--- config.mk ---
export PLATFORM = sky130hd
export DESIGN_NAME = uart_tx_ctl
export DESIGN_NICKNAME = d
export VERILOG_FILES = /design/src/rtl/uart_tx_ctl.sv
export SDC_FILE = /design/constraint.sdc
export NUM_CORES = 1
export LEC_CHECK = 0
export BUFFER_PORTS_ARGS = -buffer_cell sky130_fd_sc_hd__buf_2
export CAP_MARGIN = 20
export CORE_MARGIN = 2
export CORE_UTILIZATION = 58
export DETAILED_ROUTE_END_ITERATION = 8
export GPL_TIMING_DRIVEN = 0
export PLACE_DENSITY = 0.8
export SETUP_SLACK_MARGIN = 0.4
export SLEW_MARGIN = 5
export SYNTH_ARGS = -nofsm -noshare
export SYNTH_HDL_FRONTEND = slang
export SYNTH_SLANG_ARGS = --single-unit
--- constraint.sdc ---
create_clock -name clk -period 4.4 [get_ports clk]
set_clock_uncertainty 0.15 [all_clocks]
set_input_delay 0.22 -clock clk [delete_from_list [all_inputs] [get_ports clk]]
set_output_delay 0.22 -clock clk [all_outputs]
set_load 0.005 [all_outputs]
--- src/rtl/uart_tx_ctl.sv ---
`default_nettype none
// ============================================================================
//  Module   : uart_tx_ctl
//  Purpose  : Serial transmitter for register readback frames. An accepted
//             request sends the address byte followed by the data byte
//             (8N1, LSB first). An address of 0x00 sends a single 0x00 sync
//             byte instead.
//  Revision : 1.0 - initial release
// ----------------------------------------------------------------------------
//  Parameters
//    clk_freq : system clock frequency in Hz
//    sym_rate : serial bit rate in baud
//  Ports
//    clk      : in  1  system clock, all logic on posedge
//    reset    : in  1  asynchronous, active-low reset
//    tx_addr  : in  8  register address of readback frame
//    tx_dat   : in  8  register data of readback frame
//    tx_req   : in  1  one-cycle request strobe, sampled only when idle
//    TX       : out 1  serial line, idle high, driven from a flop
//    tx_busy  : out 1  high from acceptance to the end of the last stop bit
//    tx_done  : out 1  one-cycle pulse on the cycle tx_busy falls
//  Build option
//    UART_TX_PARITY_EN : when defined, an even parity bit is inserted
//                        between bit 7 and the stop bit (8E1).
// ============================================================================
module uart_tx_ctl #(
    parameter int clk_freq = 3000000,
    parameter int sym_rate = 1200
) (
    input  logic       clk,
    input  logic       reset,
    input  logic [7:0] tx_addr,
    input  logic [7:0] tx_dat,
    input  logic       tx_req,
    output logic       TX,
    output logic       tx_busy,
    output logic       tx_done
);

    localparam int             SYM_CNT  = clk_freq / sym_rate;
    localparam int             CNT_W    = (SYM_CNT > 1) ? $clog2(SYM_CNT) : 1;
    localparam logic [CNT_W-1:0] CNT_LAST = CNT_W'(SYM_CNT - 1);

    typedef enum logic [2:0] {
        S_IDLE   = 3'd0,
        S_START  = 3'd1,
        S_DATA   = 3'd2,
        S_STOP   = 3'd3
`ifdef UART_TX_PARITY_EN
        ,
        S_PARITY = 3'd4
`endif
    } state_t;

    state_t           state,    state_nxt;
    logic [CNT_W-1:0] bit_cnt,  cnt_nxt;
    logic [2:0]       bit_idx,  idx_nxt;
    logic [7:0]       cur_byte, byte_nxt;   // byte currently on the line
    logic [7:0]       dat_q,    dat_nxt;    // data byte waiting behind the address
    logic             pend,     pend_nxt;   // second byte still to be sent
    logic             tx_q,     tx_nxt;
    logic             busy_q,   busy_nxt;
    logic             done_q,   done_nxt;
    logic             bit_end;

    assign bit_end = (bit_cnt == CNT_LAST);

    // ------------------------------------------------------------------------
    // State and datapath registers
    // ------------------------------------------------------------------------
    always_ff @(posedge clk or negedge reset) begin
        if (!reset) begin
            state    <= S_IDLE;
            bit_cnt  <= '0;
            bit_idx  <= '0;
            cur_byte <= '0;
            dat_q    <= '0;
            pend     <= 1'b0;
            tx_q     <= 1'b1;
            busy_q   <= 1'b0;
            done_q   <= 1'b0;
        end else begin
            state    <= state_nxt;
            bit_cnt  <= cnt_nxt;
            bit_idx  <= idx_nxt;
            cur_byte <= byte_nxt;
            dat_q    <= dat_nxt;
            pend     <= pend_nxt;
            tx_q     <= tx_nxt;
            busy_q   <= busy_nxt;
            done_q   <= done_nxt;
        end
    end

    // ------------------------------------------------------------------------
    // Next-state and next-output logic. The line level for the coming bit is
    // computed here and registered, so TX changes exactly on bit boundaries.
    // ------------------------------------------------------------------------
    always_comb begin
        state_nxt = state;
        cnt_nxt   = bit_cnt;
        idx_nxt   = bit_idx;
        byte_nxt  = cur_byte;
        dat_nxt   = dat_q;
        pend_nxt  = pend;
        tx_nxt    = tx_q;
        busy_nxt  = busy_q;
        done_nxt  = 1'b0;

        case (state)
            S_IDLE: begin
                cnt_nxt = '0;
                idx_nxt = '0;
                tx_nxt  = 1'b1;
                // The done cycle still belongs to the finished transaction,
                // so a request coinciding with tx_done is dropped.
                if (tx_req && !done_q) begin
                    state_nxt = S_START;
                    tx_nxt    = 1'b0;
                    busy_nxt  = 1'b1;
                    byte_nxt  = tx_addr;    // 0x00 doubles as the sync byte
                    dat_nxt   = tx_dat;
                    pend_nxt  = (tx_addr != 8'h00);
                end
            end

            S_START: begin
                if (bit_end) begin
                    cnt_nxt   = '0;
                    idx_nxt   = '0;
                    state_nxt = S_DATA;
                    tx_nxt    = cur_byte[0];
                end else begin
                    cnt_nxt = bit_cnt + CNT_W'(1);
                end
            end

            S_DATA: begin
                if (bit_end) begin
                    cnt_nxt = '0;
                    if (bit_idx == 3'd7) begin
                        idx_nxt = '0;
`ifdef UART_TX_PARITY_EN
                        state_nxt = S_PARITY;
                        tx_nxt    = ^cur_byte;
`else
                        state_nxt = S_STOP;
                        tx_nxt    = 1'b1;
`endif
                    end else begin
                        idx_nxt = bit_idx + 3'd1;
                        tx_nxt  = cur_byte[idx_nxt];
                    end
                end else begin
                    cnt_nxt = bit_cnt + CNT_W'(1);
                end
            end

`ifdef UART_TX_PARITY_EN
            S_PARITY: begin
                if (bit_end) begin
                    cnt_nxt   = '0;
                    state_nxt = S_STOP;
                    tx_nxt    = 1'b1;
                end else begin
                    cnt_nxt = bit_cnt + CNT_W'(1);
                end
            end
`endif

            S_STOP: begin
                if (bit_end) begin
                    cnt_nxt = '0;
                    if (pend) begin
                        // Data frame follows the address frame with no gap.
                        state_nxt = S_START;
                        tx_nxt    = 1'b0;
                        byte_nxt  = dat_q;
                        pend_nxt  = 1'b0;
                    end else begin
                        state_nxt = S_IDLE;
                        tx_nxt    = 1'b1;
                        busy_nxt  = 1'b0;
                        done_nxt  = 1'b1;
                    end
                end else begin
                    cnt_nxt = bit_cnt + CNT_W'(1);
                end
            end

            default: begin
                state_nxt = S_IDLE;
                cnt_nxt   = '0;
                idx_nxt   = '0;
                tx_nxt    = 1'b1;
                busy_nxt  = 1'b0;
                pend_nxt  = 1'b0;
            end
        endcase
    end

    assign TX      = tx_q;
    assign tx_busy = busy_q;
    assign tx_done = done_q;

endmodule
`default_nettype wire
==> reports/qor.txt, run 1 <==
Cell with the most instances after synthesis - dfrtp_1
Hold path startpoint - tx_addr[0]
Final wirelength - 3987 um
R2R Setup Slk - 1.75 ns
Root buffer cell - clkbuf_4
Final worst slack - 1.748 ns
F_max - 377.1 MHz
Global-route wire length before repair - 6865 um
Initial DRC count - 36
VDD IR-drop max - 0.1829 mV
Post-synth top area cell - dfrtp_1
Crit path buffers/inverters - 1
Critical Path Source - bit_cnt[4]
Slew margin rel. - 47.91%
Share of layout cells above drive strength 1 - 29.61%
Number of synthesized flops with an enable pin - 0
Total CTS buffers - 5
CTS tree - done
Worst Path Max Fanout - 10
Resize count post-CTS - 0
CP max stage delay - 0.56 ns
Max stage delay cell, worst path - or4_4
Final Cell Area - 2283 um^2
Vias per inst - 5.623
Status - complete, no violations
Syn_nets - 196
FF-to-FF Start - bit_cnt[4]
Total grt overflow - 0
Gr usage total - 22.80%
Post-Syn Area - 1976 um^2
Dpl hpwl - 2839 um
Sequential share of the synthesized area - 46.93%
Worst Path Required - 4.47 ns
Hold WS - 0.08952 ns
Setup TNS - 0 ns
H-tree depth - 2
Util after Layout - 68.97%
Worst slew pin tran - 0.7814 ns
Critical Path Sink Type - register
Die ar. - 3889 um^2
Dominant cells by area after synthesis - dfrtp_1, mux2_2, mux2_4, ha_1, xnor2_1
Arrival time at the worst endpoint - 2.73 ns
CP delay by family, top - simple AND/OR/NAND/NOR gates
RSZ-0062 raised after global routing - false
Final Max Tran Viols - 0
Period utilization - 60.27%
Detail Route Antenna Nets - 0
Critical path class - register to register
Synth Register Bits - 37
Max-cap check violation count - 0
WL/cell - 15.82 um
Syn Area/Cell - 11.69 um^2
Fin nets - 233
Pleak - 1.078 nW
Initial Util - 59.67%
Yosys top cell area share - 45.60%
Yosys cell types - 40
GPL Wtd Cong - 0.8429
Worst-case clock buffer depth - 2
N_diodes - 0
Vias - 1417
IO buf count - 21
Area of the multi-input gates - 984.7 um^2
Reg clk slew, reported paths - 0.12 ns
Vias in the first global route - 1517
Clock sinks - 37
Placed inst area - 2138 um^2
Commonest cells post-synth - dfrtp_1, mux2_2, nor2_1
Main synth FF type - dfrtp_1
Area Overhead vs Synth - 15.58%
Hold Vio Cnt, Final - 0
Antenna violations before repair - 0
# fillers - 254
Drc violations - 0
Worst Setup Start Kind - register
Clock Latency Late Sink - 0.34 ns
Worst path cell trace - or4_4 > or3_4 > clkbuf_1 > o21ai_0 > mux2_2
Cell total after placement - 236
Num ports - 22
Die Wd - 62.37 um
Non-Filler Instances - 252
Setup bufs post-CTS - 0
Final setup vio count - 0
Ys Warns - 0
Row cnt - 21
CORE AREA - 3311 um^2
Synthesized instance count - 169
Async set-reset flop share out of synthesis - 100.0%
Total power draw - 0.5659 mW
Die span in y - 62.37 um
Largest net degree at the start of global routing - 38
DRT Pass-1 Iters - 4
Worst hold-check path type - input port to register
Power per cell area - 247.8 nW/um^2
Reg area - 927.1 um^2
Pre-CTS setup slack - 1.810 ns
Minimum clock period after layout - 2.652 ns
## final cells by class
class                           instances  share of cell area, %
Sequential cell                        37                  40.60
Buffer                                  6                  1.315
Clock buffer                            7                  2.411
Inverter                                9                  1.479
Multi-Input combinational cell        117                  43.12
Tap cell                               46                  2.521
Timing Repair Buffer                   30                  8.548
## registers in the layout (all words and copies together), names as in the netlist
register and count:
pend 1, tx_done 1, state 2, cur_byte 8
tx_busy 1, bit_cnt 12, bit_idx 3, TX 1
dat_q 8
## layer usage
metal	part of all wire, %	track usage, %	vias up	routed length (um)
met5	0	0	-	0
met4	2.7	11.11	0	106
met3	3.3	5.435	13	133
met2	48	37.23	39	1914
met1	46	28.64	686	1834
li1	-	-	679	-
## cells in the final DEF (no fill, tap or decap), types with 2 or more instances in the layout
master,netlist,layout
o21ai_0,3,3
a211oi_1,2,2
nor2_1,14,14
or4_1,2,2
nand2_1,6,6
and3_1,2,2
inv_1,9,9
xnor2_1,7,7
clkbuf_4,0,5
clkbuf_1,5,6
mux2i_1,5,5
dfrtp_1,36,36
nand4_1,4,4
nor4_1,4,4
nor2b_1,2,2
nor3_1,2,2
xor2_1,2,2
dlygate4sd3_1,0,9
a221o_1,2,2
mux2_4,8,8
buf_2,0,21
nand3_1,4,4
nand2b_1,3,3
ha_1,8,8
a21oi_1,2,2
mux2_2,20,20
## worst min-delay path, delay by kind of cell
| family | cells | cell delay, ns |
|---|---|---|
| buffers and inverters | 1 | 0.08 |
| multiplexers | 2 | 0.26 |
## timing repair
item / 4_1_cts / 5_1_grt
endpoints found under the hold margin: 44 / 0
hold buffers: 9 / 0
endpoints found under the setup margin: 0 / 0
## report_power, final
part	internal [mW]	switching, mW	leakage [nW]
combinational	0.0203	0.0143	0.572
sequential	0.344	0.00272	0.475
clock	0.0755	0.110	0.0314
total	0.439	0.127	1.08
## path summary, 6_finish.rpt
check	end	cells after the start
min	cur_byte[0]	3
max reg2reg	bit_idx[0]	5
min reg2reg	tx_done	1
min in group asynchronous	state[0]	2
max	bit_idx[0]	5
max in group asynchronous	bit_cnt[11]	2
## logic make-up after synthesis
| kind of cell | share of synthesized area [%] |
|---|---|
| and+or+nand+nor | 13.87 |
| muxes | 21.15 |
| buffers and inverters | 3.230 |
| AOI/OAI and AO/OA | 5.764 |
| adders and majority gates | 5.067 |
| xor gates and xnor gates | 3.990 |
| DFF | 46.93 |
No activity file was read; power rests on OpenSTA's default activity.
==> run 2: changes to the inputs <==
--- a/config.mk
+++ b/config.mk
@@ -5,6 +5,7 @@
 export SDC_FILE = /design/constraint.sdc
 export NUM_CORES = 1
 export LEC_CHECK = 0
+export ABC_AREA = 1
 export BUFFER_PORTS_ARGS = -buffer_cell sky130_fd_sc_hd__buf_2
 export CAP_MARGIN = 20
 export CORE_MARGIN = 2
==> constraint.sdc (replaced) <==
create_clock -name clk -period 2.7 [get_ports clk]
set_clock_uncertainty 0.15 [all_clocks]
set_input_delay 0.135 -clock clk [delete_from_list [all_inputs] [get_ports clk]]
set_output_delay 0.135 -clock clk [all_outputs]
set_load 0.005 [all_outputs]
==> reports/qor.txt, run 2 <==
Status - complete, no violations
Resize count post-CTS - 0 (unchanged)
Arrival time at the worst endpoint - 2.00 ns (-0.73 ns)
Yosys top cell area share - 45.25% (-0.34 points)
Vias - 1657 (+17%)
Commonest cells post-synth - nand2_1, dfrtp_1, inv_1
Hold path cells - 5 (+2)
Syn_nets - 239 (+22%)
FF-to-FF Start - state[0]
Total grt overflow - 0 (unchanged)
CTS tree - done
RSZ-0062 raised after global routing - false
Crit path buffers/inverters - 2 (+1)
IO buf count - 21 (unchanged)
Sequential share of power - 39.8% (-21 points)
Period utilization - 71.11% (+11 points)
Pre-CTS setup slack - 0.8219 ns (-0.9881 ns)
Worst path cell trace - ha_1 > buf_6 > inv_1 > nand3_2 > nand2_1 > nand3_1 > nand2_1 > o21ai_0
Worst hold-check path type - input port to register
Clock sinks - 37 (unchanged)
Async set-reset flop share out of synthesis - 100.0% (unchanged)
Synthesized instance count - 212 (+25%)
Syn Area/Cell - 9.390 um^2 (-20%)
Commonest non-fill, non-tap cell in the layout - nand2_1
R2r endpoint - state[1]
Largest net degree at the start of global routing - 38 (unchanged)
Hold path startpoint - tx_req
Slew margin rel. - 47.01% (-0.90 points)
CORE AREA - 3311 um^2 (unchanged)
Worst Path Required - 2.78 ns (-1.69 ns)
Worst Setup Start Kind - register
Initial DRC count - 103 (+190%)
Worst Path Max Fanout - 10 (unchanged)
CP max stage delay - 0.43 ns (-0.13 ns)
Cell with the most instances after synthesis - nand2_1
Minimum clock period after layout - 1.920 ns (-0.7321 ns)
Yosys cell types - 30 (-25%)
Critical path class - register to register
Final Max Tran Viols - 0 (unchanged)
Critical Path Stages - 8 (+3)
H-tree depth - 2 (unchanged)
DRT Pass-1 Iters - 4 (unchanged)
Hold Vio Cnt, Final - 0 (unchanged)
Drc violations - 0 (unchanged)
Vias in the first global route - 1709 (+13%)
Most frequent cells in the layout - nand2_1, dfrtp_1, inv_1
Dominant cells by area after synthesis - dfrtp_1, nand2_1, ha_1, nand3_1, mux2_2
Sw Share - 42.23% (+20 points)
Worst min-delay path endpoint - tx_busy
Die Wd - 62.59 um (+0.35%)
Reg area - 927.1 um^2 (unchanged)
Vias per inst - 5.451 (-3.1%)
Main synth FF type - dfrtp_1
Reg clk slew, reported paths - 0.11 ns (about the same)
CP most frequent cell - nand2_1
Root buffer cell - clkbuf_4
WL/cell - 14.10 um (-11%)
Share of layout cells above drive strength 1 - 22.87% (-6.7 points)
Detail Route Antenna Nets - 0 (unchanged)
Initial Util - 60.13% (+0.45 points)
Final setup vio count - 0 (unchanged)
Post-synth top area cell - dfrtp_1
Pleak - 1.102 nW (+2.2%)
Largest register FFs - 12 (unchanged)
Max stage delay cell, worst path - dfrtp_1
Final wirelength - 4287 um (+7.5%)
Antenna violations before repair - 0 (unchanged)
Clock power share - 12.6% (-20 points)
N_diodes - 0 (unchanged)
Global-route wire length before repair - 7327 um (+6.7%)
Critical Path Sink Type - register
F_max - 520.9 MHz (+38%)
Largest registers - bit_cnt: 12 flops, cur_byte: 8 flops, dat_q: 8 flops
Worst slew pin tran - 0.7949 ns (+0.01354 ns)
Switching power - 0.9457 mW (+650%)
Final worst slack - 0.7801 ns (-0.9679 ns)
Die span in y - 62.59 um (+0.35%)
Ys Warns - 0 (unchanged)
Power per cell area - 943.0 nW/um^2 (+280%)
Final Cell Area - 2375 um^2 (+4.0%)
VDD IR-drop max - 0.7058 mV (+290%)
Fin nets - 284 (+22%)
Dpl hpwl - 2695 um (-5.0%)
Max-cap check violation count - 0 (unchanged)
Die ar. - 3917 um^2 (+0.71%)
Gr usage total - 24.27% (+1.5 points)
Synth Register Bits - 37 (unchanged)
Worst-case clock buffer depth - 2 (unchanged)
CP delay by family, top - simple AND/OR/NAND/NOR gates
Number of synthesized flops with an enable pin - 0 (unchanged)
GPL Wtd Cong - 0.8671 (+2.9%)
# fillers - 264 (+3.9%)
Top reg by flops - bit_cnt
Sequential share of the synthesized area - 46.57% (-0.35 points)
Cells on worst reg2reg path - 8 (+3)
Row cnt - 21 (unchanged)
R2R Setup Slk - 0.78 ns (-0.97 ns)
Int Power - 1.294 mW (+190%)
Area Overhead vs Synth - 19.30%
Num ports - 22 (unchanged)
Combinational power share - 47.7% (+42 points)
Post-Syn Area - 1991 um^2 (+0.76%)
Clock Latency Late Sink - 0.34 ns (about the same)
Total CTS buffers - 5 (unchanged)
Area of the multi-input gates - 954.7 um^2 (-3.0%)
Placed inst area - 2153 um^2 (+0.70%)
Setup TNS - 0 ns (unchanged)
run 2: changes by cell type after synthesis, moves of 5 or more:
cell,previous run,this run
mux2_2,20,8
clkbuf_1,5,0
mux2_4,8,0
nand2_1,6,39
xnor2_1,7,0
o21ai_0,3,11
inv_1,9,22
o21ai_2,0,8
a21oi_1,2,8
nand3_1,4,19
run 2: metrics by stage:
step | hold slack, ns | total power, mW | utilization, % | std cells
5_1_grt | 0.2829 | 2.419 | 71.73 | 304
6_report | 0.2169 | 2.240 | 71.73 | 304
4_1_cts | 0.2127 | 2.206 | 71.73 | 304
3_5_place_dp | 0.1122 | 1.912 | 65.04 | 279
3_3_place_gp | 0.1142 | 1.866 | 65.04 | 279
2_1_floorplan | -0.3106 | 1.680 | - | 212
run 2: how the worst max path moves through the flow:
stage	startpoint	to	slack [ns]
3_5_place_dp	state[0]	state[1]	0.82
4_1_cts	state[0]	state[1]	0.80
2_1_floorplan	state[0]	cur_byte[2]	1.02
6_report	state[0]	state[1]	0.78
5_1_grt	state[0]	state[1]	0.61
3_3_place_gp	state[0]	state[1]	0.85
run 2: worst reg2reg max path: cells and delay by family, from the launching register on:
kind                     cells  cell delay (ns)
adder cells (fa/ha/maj)      1             0.29
buffers and inverters        2             0.33
AO/OA/AOI/OAI                1             0.08
AND/OR/NAND/NOR              4             0.54
flip-flops                   1             0.43
run 2: area by class of cell:
class / count / area share, %
Inverter: 23 / 3.635
Clock inverter: 2 / 0.4215
Multi-Input combinational cell: 150 / 40.20
Timing Repair Buffer: 38 / 11.59
Tap cell: 46 / 2.424
Sequential cell: 37 / 39.04
Clock buffer: 6 / 1.739
Buffer: 2 / 0.9484
run 2: cells by family after synthesis:
logic type	Yosys count	share of synthesized area [%]
buf+inv	25	5.468
flops	37	46.57
simple gates	96	24.76
compound gates	28	8.737
mux	16	8.548
fa+ha+maj	8	5.028
xor+xnor	2	0.8801
run 2: layer usage:
metal  part of all wire, %  track usage (%)
met1                    41            25.48
met2                    52            44.89
met3                   3.1            5.225
met4                   3.9            13.06
met5                     0                0
run 2: what timing repair did:
item,CTS,global route
endpoints found under the hold margin,52,0
setup buffers,0,0
hold buffers,17,0
run 2: power by group through the flow:
stage	registers, mW	clock network [mW]	logic (mW)
5_1_grt	0.911	0.311	1.20
2_1_floorplan	0.862	0	0.818
4_1_cts	0.882	0.283	1.04
6_report	0.891	0.282	1.07
3_3_place_gp	0.889	0	0.977
3_5_place_dp	0.893	0	1.02
==> run 3: changes to the inputs <==
--- a/config.mk
+++ b/config.mk
@@ -9,10 +9,10 @@
 export BUFFER_PORTS_ARGS = -buffer_cell sky130_fd_sc_hd__buf_2
 export CAP_MARGIN = 20
 export CORE_MARGIN = 2
-export CORE_UTILIZATION = 58
+export CORE_UTILIZATION = 52
 export DETAILED_ROUTE_END_ITERATION = 8
 export GPL_TIMING_DRIVEN = 0
-export PLACE_DENSITY = 0.8
+export PLACE_DENSITY = 0.76
 export SETUP_SLACK_MARGIN = 0.4
 export SLEW_MARGIN = 5
 export SYNTH_ARGS = -nofsm -noshare
==> constraint.sdc (replaced) <==
create_clock -name clk -period 1.6 [get_ports clk]
set_clock_uncertainty 0.15 [all_clocks]
set_input_delay 0.08 -clock clk [delete_from_list [all_inputs] [get_ports clk]]
set_output_delay 0.08 -clock clk [all_outputs]
set_load 0.005 [all_outputs]
==> reports/qor.txt, run 3 (same netlist as run 2, synthesis figures left out) <==
Max stage delay cell, worst path - dfrtp_2
Top reg by flops - bit_cnt
Hold WS - -0.2737 ns (-0.4906 ns)
IO buf count - 21 (unchanged)
Reg clk slew, reported paths - 0.09 ns (-0.02 ns)
WL/cell - 19.62 um (+39%)
GR Util met3 - 5.792% (+0.57 points)
DRT Pass-1 Iters - 4 (unchanged)
Max-cap check violation count - 0 (unchanged)
Hold Vio Cnt, Final - 36 (+36)
Share of layout cells above drive strength 1 - 48.03% (+25 points)
Area Overhead vs Synth - 48.71%
Gr usage total - 25.30% (+1.0 points)
RSZ-0062 raised after global routing - true
Final worst slack - -0.1004 ns (-0.8805 ns)
Arrival time at the worst endpoint - 1.72 ns (-0.28 ns)
Critical path class - register to register
CORE AREA - 3661 um^2 (+11%)
Row cnt - 22 (+4.8%)
Worst path cell trace - ha_4 > buf_12 > buf_4 > mux2i_1 > o21ai_2
Worst-case clock buffer depth - 2 (unchanged)
N_diodes - 0 (unchanged)
CTS tree - done
Final setup vio count - 27 (+27)
Largest net degree at the start of global routing - 38 (unchanged)
Die ar. - 4339 um^2 (+11%)
VDD IR-drop max - 1.435 mV (+100%)
Commonest non-fill, non-tap cell in the layout - dfrtp_1
F_max - 588.1 MHz (+13%)
Total power draw - 5.648 mW (+150%)
Initial Util - 54.37% (-5.8 points)
Vias - 1913 (+15%)
Largest registers - bit_cnt: 12 flops, cur_byte: 8 flops, dat_q: 8 flops
Cts hold-fix bufs - 16 (-1)
Minimum clock period after layout - 1.700 ns (-0.2195 ns)
Pleak - 1.312 nW (+19%)
Vias in the first global route - 1750 (+2.4%)
Initial DRC count - 136 (+32%)
Final Max Tran Viols - 0 (unchanged)
Period utilization - 106.3% (+35 points)
H-tree depth - 2 (unchanged)
Drc violations - 0 (unchanged)
Slew margin rel. - 44.25% (-2.8 points)
Die Wd - 65.87 um (+5.2%)
Failing checks - hold timing, setup timing
Clock sinks - 37 (unchanged)
Final wirelength - 6415 um (+50%)
Status - complete, but fails checks
Root buffer cell - clkbuf_8
Antenna violations before repair - 0 (unchanged)
CP max stage delay - 0.46 ns (+0.03 ns)
Worst hold-check path type - input port to async pin
Worst slew pin tran - 0.8362 ns (+0.04127 ns)
Vias per inst - 5.850 (+7.3%)
Num ports - 22 (unchanged)
Worst Path Required - 1.62 ns (-1.16 ns)
Setup TNS - -0.9997 ns (-0.9997 ns)
Met1 Usage GRT - 29.67% (+4.2 points)
FF-to-FF Start - state[0]
Worst Setup Start Kind - register
Fin nets - 305 (+7.4%)
GPL Wtd Cong - 0.8095 (-6.6%)
Dpl hpwl - 2858 um (+6.0%)
Critical Path Sink Type - register
Clock Latency Late Sink - 0.30 ns (-0.04 ns)
Power per cell area - 1908 nW/um^2 (+100%)
Worst Path Max Fanout - 8 (-2)
Met2 GRT Util - 45.08% (+0.18 points)
Detail Route Antenna Nets - 0 (unchanged)
Util after Layout - 80.86% (+9.1 points)
R2R Setup Slk - -0.10 ns (-0.88 ns)
Largest register FFs - 12 (unchanged)
Die span in y - 65.87 um (+5.2%)
Most used routing layer - met2
Most frequent cells in the layout - dfrtp_1, nand2_1, buf_2
Total grt overflow - 0 (unchanged)
Cells on worst reg2reg path - 5 (-3)
Global-route wire length before repair - 8204 um (+12%)
R2r endpoint - cur_byte[1]
Total CTS buffers - 5 (unchanged)
## run 3: stage by stage
step                hold WS [ns]  cells  setup slack [ns]  instance area (um^2)
detailed placement       0.06858    281           -0.1762                  2225
floorplan                -0.3656    212           0.07203                  2059
global route             -0.1982    327           -0.1569                  2960
finish                   -0.2737    327           -0.1004                  2960
global placement         0.06762    281           -0.1035                  2225
CTS                      -0.2424    318          -0.05517                  2718
## run 3: what timing repair did
action	in CTS	in global routing
setup endpoints to repair	36	37
gates cloned	1	0
endpoints found under the hold margin	52	36
buffers inserted	12	9
gates resized for setup	27	44
pin swaps	8	17
## run 3: worst max-delay path by stage
stage                     from           to
detailed placement    state[0]     state[1]
floorplan           bit_cnt[0]  cur_byte[2]
finish                state[0]  cur_byte[1]
global route          state[0]           TX
CTS                 bit_cnt[1]  cur_byte[3]
global placement      state[0]     state[1]
## run 3: area by class of cell
type                    count  area, um^2
clock buffers               5       68.82
clock inverters             3       65.06
well taps                  48       60.06
inverters                  23       98.84
flip-flops and latches     37       930.9
repair buffers             59       465.4
plain buffers               2       35.03
multi-input cells         150        1236
fillers                   185       700.7
## run 3: critical path, delay by kind of cell (launching register included)
kind / cells / cell delay (ns)
DFF: 1 / 0.46
adders and majority gates: 1 / 0.19
buffers and inverters: 2 / 0.31
AOI/OAI and AO/OA: 1 / 0.12
muxes: 1 / 0.34
## run 3: per-layer routing
| layer | part of all wire (%) | vias to the layer above |
|---|---|---|
| li1 | - | 840 |
| met1 | 38 | 934 |
| met2 | 52 | 105 |
| met3 | 6.1 | 34 |
| met4 | 4.5 | 0 |
| met5 | 0 | - |
## run 3: power by group
part	leakage (nW)	switching, mW	internal, mW
Clock	0.0681	0.372	0.620
Sequential	0.469	0.356	1.28
Combinational	0.775	1.62	1.40
Total	1.31	2.34	3.30
